--- src/rtl/alu_rr_arbiter_pkg.sv ---
// alu_pkg: shared state encoding, width defaults and clog2 for the ALU arbiter
package alu_pkg;
  localparam int WIDTH_D = 6;
  localparam int OPW_D = 4;
  typedef enum logic [1:0] {IDLE = 2'd0, EXEC = 2'd1, RESP = 2'd2} state_t;
  function automatic int clog2(input int n);
    int r;
    r = 1;
    for (int i = 1; i < 32; i++) if ((1 << i) < n) r = i + 1;
    return r;
  endfunction
endpackage

--- src/rtl/rr_pick.sv ---
// rr_pick: combinational round-robin picker, first set req at or after ptr with wrap
//   req  in  NREQ  request vector
//   ptr  in  IW    search start index
//   gnt  out NREQ  one-hot winner (zero if no req)
//   idx  out IW    winner index (zero if no req)
module rr_pick
  import alu_pkg::*;
#(
  parameter  int NREQ = 4,
  localparam int IW   = clog2(NREQ)
) (
  input  logic [NREQ-1:0] req,
  input  logic [IW-1:0]   ptr,
  output logic [NREQ-1:0] gnt,
  output logic [IW-1:0]   idx
);
  logic          w_found;
  int            w_j;
  logic [IW-1:0] w_s;
  always_comb begin
    gnt = '0;
    idx = '0;
    w_found = 1'b0;
    w_j = 0;
    w_s = '0;
    for (int k = 0; k < NREQ; k++) begin
      w_j = (int'(ptr) + k) % NREQ;
      w_s = IW'(w_j);
      if (!w_found && req[w_s]) begin
        w_found = 1'b1;
        gnt[w_s] = 1'b1;
        idx = w_s;
      end
    end
  end
endmodule

--- src/rtl/alu_rr_arbiter.sv ---
// alu_rr_arbiter: round-robin sharing of one combinational ALU among NREQ requesters
//   clk        in   clock, rising edge
//   rst_n      in   asynchronous active-low reset
//   grant_cnt  out  NREQ x 16-bit saturating accept counts (only with ALU_ARB_STATS_EN)
//   req_valid  in   per-requester command valid
//   req_a/b    in   packed operands, requester i at [i*WIDTH +: WIDTH]
//   req_op     in   packed opcodes, requester i at [i*OPW +: OPW]
//   req_ready  out  one-hot grant, only in IDLE
//   alu_a/b/op out  registered operands to the ALU
//   alu_y      in   ALU result
//   rsp_valid  out  result valid, held until rsp_ready
//   rsp_ready  in   result consumer ready
//   rsp_id     out  requester owning rsp_y
//   rsp_y      out  registered ALU result
// Optional feature macro: ALU_ARB_STATS_EN
module alu_rr_arbiter
  import alu_pkg::*;
#(
  parameter  int NREQ   = 4,
  parameter  int WIDTH  = WIDTH_D,
  parameter  int OPW    = OPW_D,
  parameter  int SETTLE = 1,
  localparam int IW     = clog2(NREQ)
) (
  input  logic                  clk,
  input  logic                  rst_n,
`ifdef ALU_ARB_STATS_EN
  output logic [NREQ*16-1:0]    grant_cnt,
`endif
  input  logic [NREQ-1:0]       req_valid,
  input  logic [NREQ*WIDTH-1:0] req_a,
  input  logic [NREQ*WIDTH-1:0] req_b,
  input  logic [NREQ*OPW-1:0]   req_op,
  output logic [NREQ-1:0]       req_ready,
  output logic [WIDTH-1:0]      alu_a,
  output logic [WIDTH-1:0]      alu_b,
  output logic [OPW-1:0]        alu_op,
  input  logic [WIDTH-1:0]      alu_y,
  output logic                  rsp_valid,
  input  logic                  rsp_ready,
  output logic [IW-1:0]         rsp_id,
  output logic [WIDTH-1:0]      rsp_y
);
  state_t           r_state;
  logic [IW-1:0]    r_ptr;
  logic [2:0]       r_cnt;
  logic [WIDTH-1:0] r_a;
  logic [WIDTH-1:0] r_b;
  logic [OPW-1:0]   r_op;
  logic [IW-1:0]    r_id;
  logic             r_rsp_valid;
  logic [WIDTH-1:0] r_rsp_y;
  logic [NREQ-1:0]  w_gnt;
  logic [IW-1:0]    w_idx;
  logic             w_acc;
  rr_pick #(.NREQ(NREQ)) u_pick (
    .req(req_valid),
    .ptr(r_ptr),
    .gnt(w_gnt),
    .idx(w_idx)
  );
  assign req_ready = (r_state == IDLE) ? w_gnt : '0;
  assign w_acc     = |(req_valid & req_ready);
  assign alu_a     = r_a;
  assign alu_b     = r_b;
  assign alu_op    = r_op;
  assign rsp_valid = r_rsp_valid;
  assign rsp_id    = r_id;
  assign rsp_y     = r_rsp_y;
  always_ff @(posedge clk or negedge rst_n) begin
    if (!rst_n) begin
      r_state <= IDLE;
      r_ptr <= '0;
      r_cnt <= '0;
      r_a <= '0;
      r_b <= '0;
      r_op <= '0;
      r_id <= '0;
      r_rsp_valid <= 1'b0;
      r_rsp_y <= '0;
    end else begin
      unique case (r_state)
        IDLE: if (w_acc) begin
          r_a <= req_a[w_idx*WIDTH +: WIDTH];
          r_b <= req_b[w_idx*WIDTH +: WIDTH];
          r_op <= req_op[w_idx*OPW +: OPW];
          r_id <= w_idx;
          r_ptr <= (w_idx == IW'(NREQ - 1)) ? '0 : w_idx + 1'b1;
          r_cnt <= '0;
          r_state <= EXEC;
        end
        EXEC: if (r_cnt == 3'(SETTLE - 1)) begin
          r_rsp_y <= alu_y;
          r_rsp_valid <= 1'b1;
          r_state <= RESP;
        end else begin
          r_cnt <= r_cnt + 1'b1;
        end
        RESP: if (rsp_ready) begin
          r_rsp_valid <= 1'b0;
          r_state <= IDLE;
        end
        default: r_state <= IDLE;
      endcase
    end
  end
`ifdef ALU_ARB_STATS_EN
  logic [15:0] r_gc [NREQ];
  for (genvar i = 0; i < NREQ; i++) begin : g_stat
    always_ff @(posedge clk or negedge rst_n) begin
      if (!rst_n) r_gc[i] <= '0;
      else if (req_valid[i] && req_ready[i] && r_gc[i] != 16'hFFFF) r_gc[i] <= r_gc[i] + 16'd1;
    end
    assign grant_cnt[i*16 +: 16] = r_gc[i];
  end
`endif
endmodule

--- config.mk ---
export PLATFORM = sky130hd
export DESIGN_NAME = alu_rr_arbiter
export DESIGN_NICKNAME = d
export VERILOG_FILES = /design/src/rtl/alu_rr_arbiter_pkg.sv /design/src/rtl/rr_pick.sv /design/src/rtl/alu_rr_arbiter.sv
export SDC_FILE = /design/constraint.sdc
export NUM_CORES = 1
export LEC_CHECK = 0
export CORE_AREA = 8 8 95 119
export CTS_CLUSTER_DIAMETER = 80
export CTS_CLUSTER_SIZE = 8
export DETAILED_ROUTE_END_ITERATION = 10
export DIE_AREA = 0 0 103 127
export PLACE_DENSITY = 0.81
export SLEW_MARGIN = 20
export SYNTH_ARGS = -nofsm -noshare
export SYNTH_HDL_FRONTEND = slang
export SYNTH_SLANG_ARGS = --single-unit
--- constraint.sdc ---
create_clock -name clk -period 7.9 [get_ports clk]
set_input_delay 1.58 -clock clk [delete_from_list [all_inputs] [get_ports clk]]
set_output_delay 1.58 -clock clk [all_outputs]
set_load 0.02 [all_outputs]
# Word-level counts from Yosys, hierarchy flattened
# Index checks and enable logic that the tools add are counted.
# Widths: inputs -> output; s select.
[totals]
register_bits = 92
latch_bits = 0
ram_bits = 0
romBits = 0
input_bits = 77
out_inout_bits = 59
wordCells = 104
n_memories = 0
[op_classes]
n_addsub = 5
multipliers = 1
div = 0
magnitude_cmp = 8
eq_ne = 7
shift = 3
n_mux = 39
bitwise_logic = 8
reduce_logical = 24
[op_table]
columns = ["operator", "count"]
rows = [
  ["$mux 32", 5],
  ["$ge 32x1->1 const B", 4],
  ["$lt 32x3->1 const B", 4],
  ["$shiftx 24x33->6", 2],
  ["$add 32x3->32 const B", 2],
  ["$shiftx 16x33->4", 1],
  ["$add 32x1->32 const B", 1],
  ["$add 32x2->32 const B", 1],
  ["$eq 32x2->1 const B", 1],
  ["$mul 32x2->31 const B", 1],
  ["$mux 4", 5],
  ["$mux 1", 13],
  ["$or 4x4->4", 3],
  ["$reduce_and 3->1", 3],
  ["$bmux 1 s2", 4],
  ["$demux 1 s2", 4],
  ["$ne 2x2->1 const B", 4],
  ["$reduce_or 2->1", 4],
  ["$logic_and 1x1->1", 7],
  ["$mux 2", 3],
  ["$mux 3", 2],
  ["$pmux 2 s3", 1],
  ["$pmux 3 s2", 1],
  ["$and 1x1->1", 4],
  ["11 further kinds", 15],
]

# Depth between registers and ports, before layout
[depth]
word_depth = 19
ltp_mapped = 23
mapped_depth_nobuf = 15

# By module
# Synthesis repeated with hierarchy kept, for this count alone.
[unflattened]
cells_unflattened = 710
area_unflattened_um2 = 6505.0
[by_module_without_submodules]
columns = ["mod", "n_inst", "cells_per_inst", "area_per_inst_um2", "seq_area_each_um2"]
rows = [
  ["alu_rr_arbiter", 1, 573, 5537.8, 2302.2],
  ["rr_pick", 1, 137, 967.2, 0.0],
]

# Least setup slack after synthesis
# No wires, ideal clock.
[synth_path]
path_kind = "reg-to-reg"
from = "register r_ptr[0]"
to = "register r_b[3] (netlist: alu_b[3])"
setup_time_ns = 0.126
t_arrival_ns = 5.445
required_time_ns = 7.774
setup_slack_ns = 2.329
path_stages_with_launch = 22
n_path_buf = 6
period_less_slack_ns = 5.571
cell_sequence = "dfrtp_1 buf_6 inv_1 clkbuf_1 clkbuf_1 clkbuf_1 ha_1 mux4_2 nor4b_4 o21ai_0 o21ai_2 inv_1 ha_1 fa_1 clkbuf_1 inv_1 clkbuf_1 nand2_1 nor2_1 a21oi_1 nand3_1 a221o_1"
[synth_via]
word_cells_on_any_way = 65
cone_classes = "add/sub (3); mul (1); order compare (8); shift (1); mux (28); bitwise (8); reduce/logical (16)"
[synth_rtl]
columns = ["element", "line", "rtl"]
rows = [
  ["start: declaration", "alu_rr_arbiter.sv:45", "logic [IW-1:0] r_ptr;"],
  ["start signal: assignment", "alu_rr_arbiter.sv:88", "r_ptr <= (w_idx == IW'(NREQ - 1)) ? '0 : w_idx + 1'b1;"],
  ["parallel branches: the longest is 11 deep, another holds $add 32x2->32", "n/a", ""],
  ["$mux 32 (*)", "rr_pick.sv:29", "if (!w_found && req[w_s]) begin"],
  ["named net u_pick.idx[1]", "rr_pick.sv:15", "output logic [IW-1:0] idx"],
  ["$mul 32x2->31 (*)", "alu_rr_arbiter.sv:85", "r_b <= req_b[w_idx*WIDTH +: WIDTH];"],
  ["$shiftx 24x33->6 (*)", "alu_rr_arbiter.sv:85", ""],
  ["end signal: assignment", "alu_rr_arbiter.sv:85", ""],
  ["end: declaration", "alu_rr_arbiter.sv:48", "logic [WIDTH-1:0] r_b;"],
]
# Mark *: on every way through the listed nets, which the timed path passes. The select of a mux whose other input is x is not followed.
# A chain may end at the register's enable or synchronous reset.

# Worst setup path after layout
[layout_path]
from = "input port req_valid[0]"
to = "register r_b[5] (netlist: alu_b[5])"
[layout_via]
word_cells_on_any_way = 34
cone_classes = "mul (1); shift (1); mux (20); bitwise (4); reduce/logical (8)"
[layout_rtl]
columns = ["element", "line", "rtl"]
rows = [
  ["start: declaration", "alu_rr_arbiter.sv:30", "input logic [NREQ-1:0] req_valid,"],
  ["$bmux 1 s2", "rr_pick.sv:29", ""],
  ["$mux 1 (not written as such)", "rr_pick.sv:29", ""],
  ["$mux 1", "rr_pick.sv:29", ""],
  ["$logic_not 1->1", "rr_pick.sv:29", ""],
  ["$logic_and 1x1->1", "rr_pick.sv:29", ""],
  ["$mux 1", "rr_pick.sv:29", ""],
  ["$logic_not 1->1", "rr_pick.sv:29", ""],
  ["$logic_and 1x1->1", "rr_pick.sv:29", ""],
  ["$mux 1", "rr_pick.sv:29", ""],
  ["$logic_not 1->1", "rr_pick.sv:29", ""],
  ["$logic_and 1x1->1", "rr_pick.sv:29", ""],
  ["$mux 32 (*)", "rr_pick.sv:29", ""],
  ["named net u_pick.idx[1]", "rr_pick.sv:15", ""],
  ["$mul 32x2->31 (*)", "alu_rr_arbiter.sv:85", ""],
  ["$shiftx 24x33->6 (*)", "alu_rr_arbiter.sv:85", ""],
]
# Mark *: on every way through the listed nets, which the timed path passes. The rest lies on a longest branch. The select of a mux whose other input is x is not followed.

==> reports/metrics.cfg <==
[min_path]
hold_path_startpoint = alu_op[2]$_DFFE_PN0P_
hp-class = flop to flop

[worst_setup_path]
critPathKind = primary input to flop
endpoint_kind = flop
start_kind = primary input
crit_path_top_delay_cell = mux4_2
crit_chain = clkdlybuf4s50_1 -> mux4_2 -> nor4b_4 -> o21ai_0 -> o21ai_2 -> inv_1 -> ha_1 -> fa_1 -> inv_1 -> nor2_1 -> o221ai_1 -> o32ai_1 -> a21oi_1 -> a21oi_1
worstSetupStartpoint = req_valid[0]
worst_path_dominant_cell_family = compound AO/OA/AOI/OAI gates
path_buf_inv = 3
cp.required_ns = 8.11
r2r_start = r_ptr[1]$_DFFE_PN0P_
crit_arrival_ns = 6.70
path_max_fanout = 30
max_stage_delay_ns = 0.83

[yosys]
syn_nets = 625
synthArstFlopShare = 1.000
synth_ff_type = dfrtp_1
syn_area_um2 = 4489
synth-edff-count = 0
synth.distinct_cells = 74
ys_seq_area_frac = 0.2062
ys_ff_latch = 37
syn_area_per_cell_um2 = 8.407
ys_warn_count = 0
synthCells = 534

[layout]
area_growth_pct = 28.54
nNetsFinal = 706
drive_above_1_share = 0.1120
diodes = 0

[clocking]
cts_resized = 0
clk_path_buf_depth = 2
h-tree-depth = 2
holdBufCountCts = 0
cts_tree = yes
insertion_delay_ns = 0.29
cts_root_buf = clkbuf_16
clk_pin_slew_ns = 0.06
clock_sinks = 37
cts_setup_buffers = 0
numCtsBuffers = 5

[outcome]
status = finished clean

[detailed_routing]
firstDrtPassIters = 8
routed_via_density = 6.551
drtIter0Drc = 525
drc = 0
antenna_left = 0
vias = 4861
wire_per_inst_um = 22.61
finalWirelength_mm = 16.77

[floorplanning]
dieArea_um2 = 13080
io_pins = 136
start_util = 0.4771
num_rows = 40
fp.dieH_um = 127
core_area_um2 = 9409
die_w_um = 103

[grt]
gr-total-overflow = 0
grtUsageTotal = 0.2509
grt_antenna_before_repair = 0
grt_pass1_wl_mm = 26.02
grt_max_degree = 68
grt_pass1_vias = 4762

[timing]
slew_violations = 0
finalHoldViolations = 0
clock_skew_ns = 0.006538
worstMarginPinSlew_ns = 1.124
fmax_mhz = 154.0
period_share = 0.8222
slew_headroom = 0.2481
tns_ns = 0
finalSetupViolations = 0
min_period_ns = 6.495
rsz0062_at_grt = false

[job]
maxCapViolations = 0

[placed_design]
gp_congestion = 0.9153
dp_hpwl_mm = 12.39
port_buffers = 135

cell type report:
class                      instances  area [µm²]
fill                             864        3638
multi-input combinational        403        3017
clock inverter                     1       7.507
sequential                        37       927.1
clock buffer                       7       142.6
tap                              126       157.7
inverter                          20       75.07
timing repair buffer             148        1444
Yosys cell counts, types with 4 or more instances:
cell,count,area (µm²)
dfrtp_1,37,925.9
nor2_1,22,82.58
a22o_1,8,70.07
nand3_1,24,120.1
inv_1,19,71.32
nand4_1,6,37.54
buf_6,8,90.09
a2111oi_2,6,90.09
a31oi_1,7,43.79
o21ai_0,29,145.1
or3_1,18,112.6
o221ai_1,4,35.03
o31ai_1,10,75.07
buf_4,33,247.7
a41oi_1,4,35.03
o32ai_1,12,105.1
nor3_1,17,85.08
mux2i_1,23,230.2
a21o_1,9,67.56
o211ai_1,5,37.54
and2_1,7,43.79
buf_2,14,70.07
clkbuf_1,17,63.81
mux4_2,7,157.7
a21oi_1,31,155.2
ha_1,13,162.7
a211oi_1,9,67.56
nand2b_1,6,37.54
mux2_2,18,202.7
nand2_1,32,120.1
nor2b_1,5,31.28
worst reg2reg max path: cells and delay by family (launching register included):
family                   cells  cell delay [ns]
adder cells (fa/ha/maj)      3             1.45
AO/OA/AOI/OAI                6             1.35
multiplexers                 1             0.71
AND/OR/NAND/NOR              2             0.77
buffers and inverters        3             0.80
flip-flops                   1             0.61
logic make-up after synthesis:
logic type               Yosys count  synth area share
multiplexers                      48            0.1315
flip-flops                        37            0.2062
AND/OR/NAND/NOR                  158            0.1915
AO/OA/AOI/OAI                    183            0.3066
adder cells (fa/ha/maj)           14           0.04069
buffers and inverters             94            0.1235
layout by cell type, fill, tap and decap left out, types with 3 or more instances in the layout:
cell type | synthesis | layout
buf_4 | 33 | 13
nor2_1 | 22 | 22
o221ai_1 | 4 | 4
a2111oi_0 | 3 | 3
a22o_1 | 8 | 8
a21o_1 | 9 | 9
clkdlybuf4s50_1 | 0 | 134
nor2b_1 | 5 | 5
o31ai_1 | 10 | 10
mux2i_1 | 23 | 23
nand2b_1 | 6 | 6
and2_1 | 7 | 7
a21oi_1 | 31 | 31
a31oi_1 | 7 | 7
o211ai_1 | 5 | 5
a211oi_1 | 9 | 9
a2111oi_2 | 6 | 6
o2111ai_1 | 3 | 3
dfrtp_1 | 37 | 36
a221o_1 | 3 | 3
mux4_2 | 7 | 7
o311ai_0 | 3 | 3
a221oi_1 | 3 | 3
o21ai_0 | 29 | 29
nand2_1 | 32 | 32
or3_1 | 18 | 18
nor3_1 | 17 | 17
o32ai_1 | 12 | 12
nor3b_1 | 3 | 3
ha_1 | 13 | 13
clkbuf_16 | 0 | 5
a32oi_1 | 3 | 3
nand4_1 | 6 | 6
mux2_2 | 18 | 18
o211a_1 | 3 | 3
inv_1 | 19 | 19
o41ai_1 | 3 | 3
a41oi_1 | 4 | 4
nand3_1 | 24 | 24
registers in the layout (all words and copies together), names as in the netlist:
name,count
alu_b,6
r_cnt,3
rsp_id,3
rsp_y,6
alu_op,4
r_ptr,6
rsp_valid,1
alu_a,6
r_state,2
through the flow:
step	setup WS, ns	hold slack (ns)	area, µm²	utilization	instances
global route	1.079	0.5062	5771	0.6133	742
global placement	1.360	0.4607	5620	0.5973	734
floorplan	2.329	0.4709	4489	-	534
CTS	1.476	0.4788	5771	0.6133	742
finish	1.405	0.4764	5771	0.6133	742
detailed placement	1.193	0.4664	5620	0.5973	734
final timing paths:
check | depth (start not counted) | end | slack, ns
max in group asynchronous | 1 | r_ptr[0]$_DFFE_PN0P_ | 5.89
setup reg to reg | 15 | alu_b[5]$_DFFE_PN0P_ | 2.13
min in group asynchronous | 1 | rsp_y[5]$_DFFE_PN0P_ | 1.42
hold reg to reg | 1 | alu_op[2]$_DFFE_PN0P_ | 0.48
hold / removal | 1 | alu_op[2]$_DFFE_PN0P_ | 0.48
setup / recovery | 14 | alu_b[5]$_DFFE_PN0P_ | 1.40
routing by layer:
layer | up-vias | GRT usage | share of wire
li1 | 2194 | - | -
met2 | 280 | 0.3940 | 0.47
met1 | 2347 | 0.3216 | 0.41
met4 | 0 | 0.08711 | 0.023
met5 | - | 0 | 0
met3 | 40 | 0.06576 | 0.097
Power is left out: the tool's default activity adds up to more than one toggle a clock period on the data nets, which glitch-free logic cannot reach.
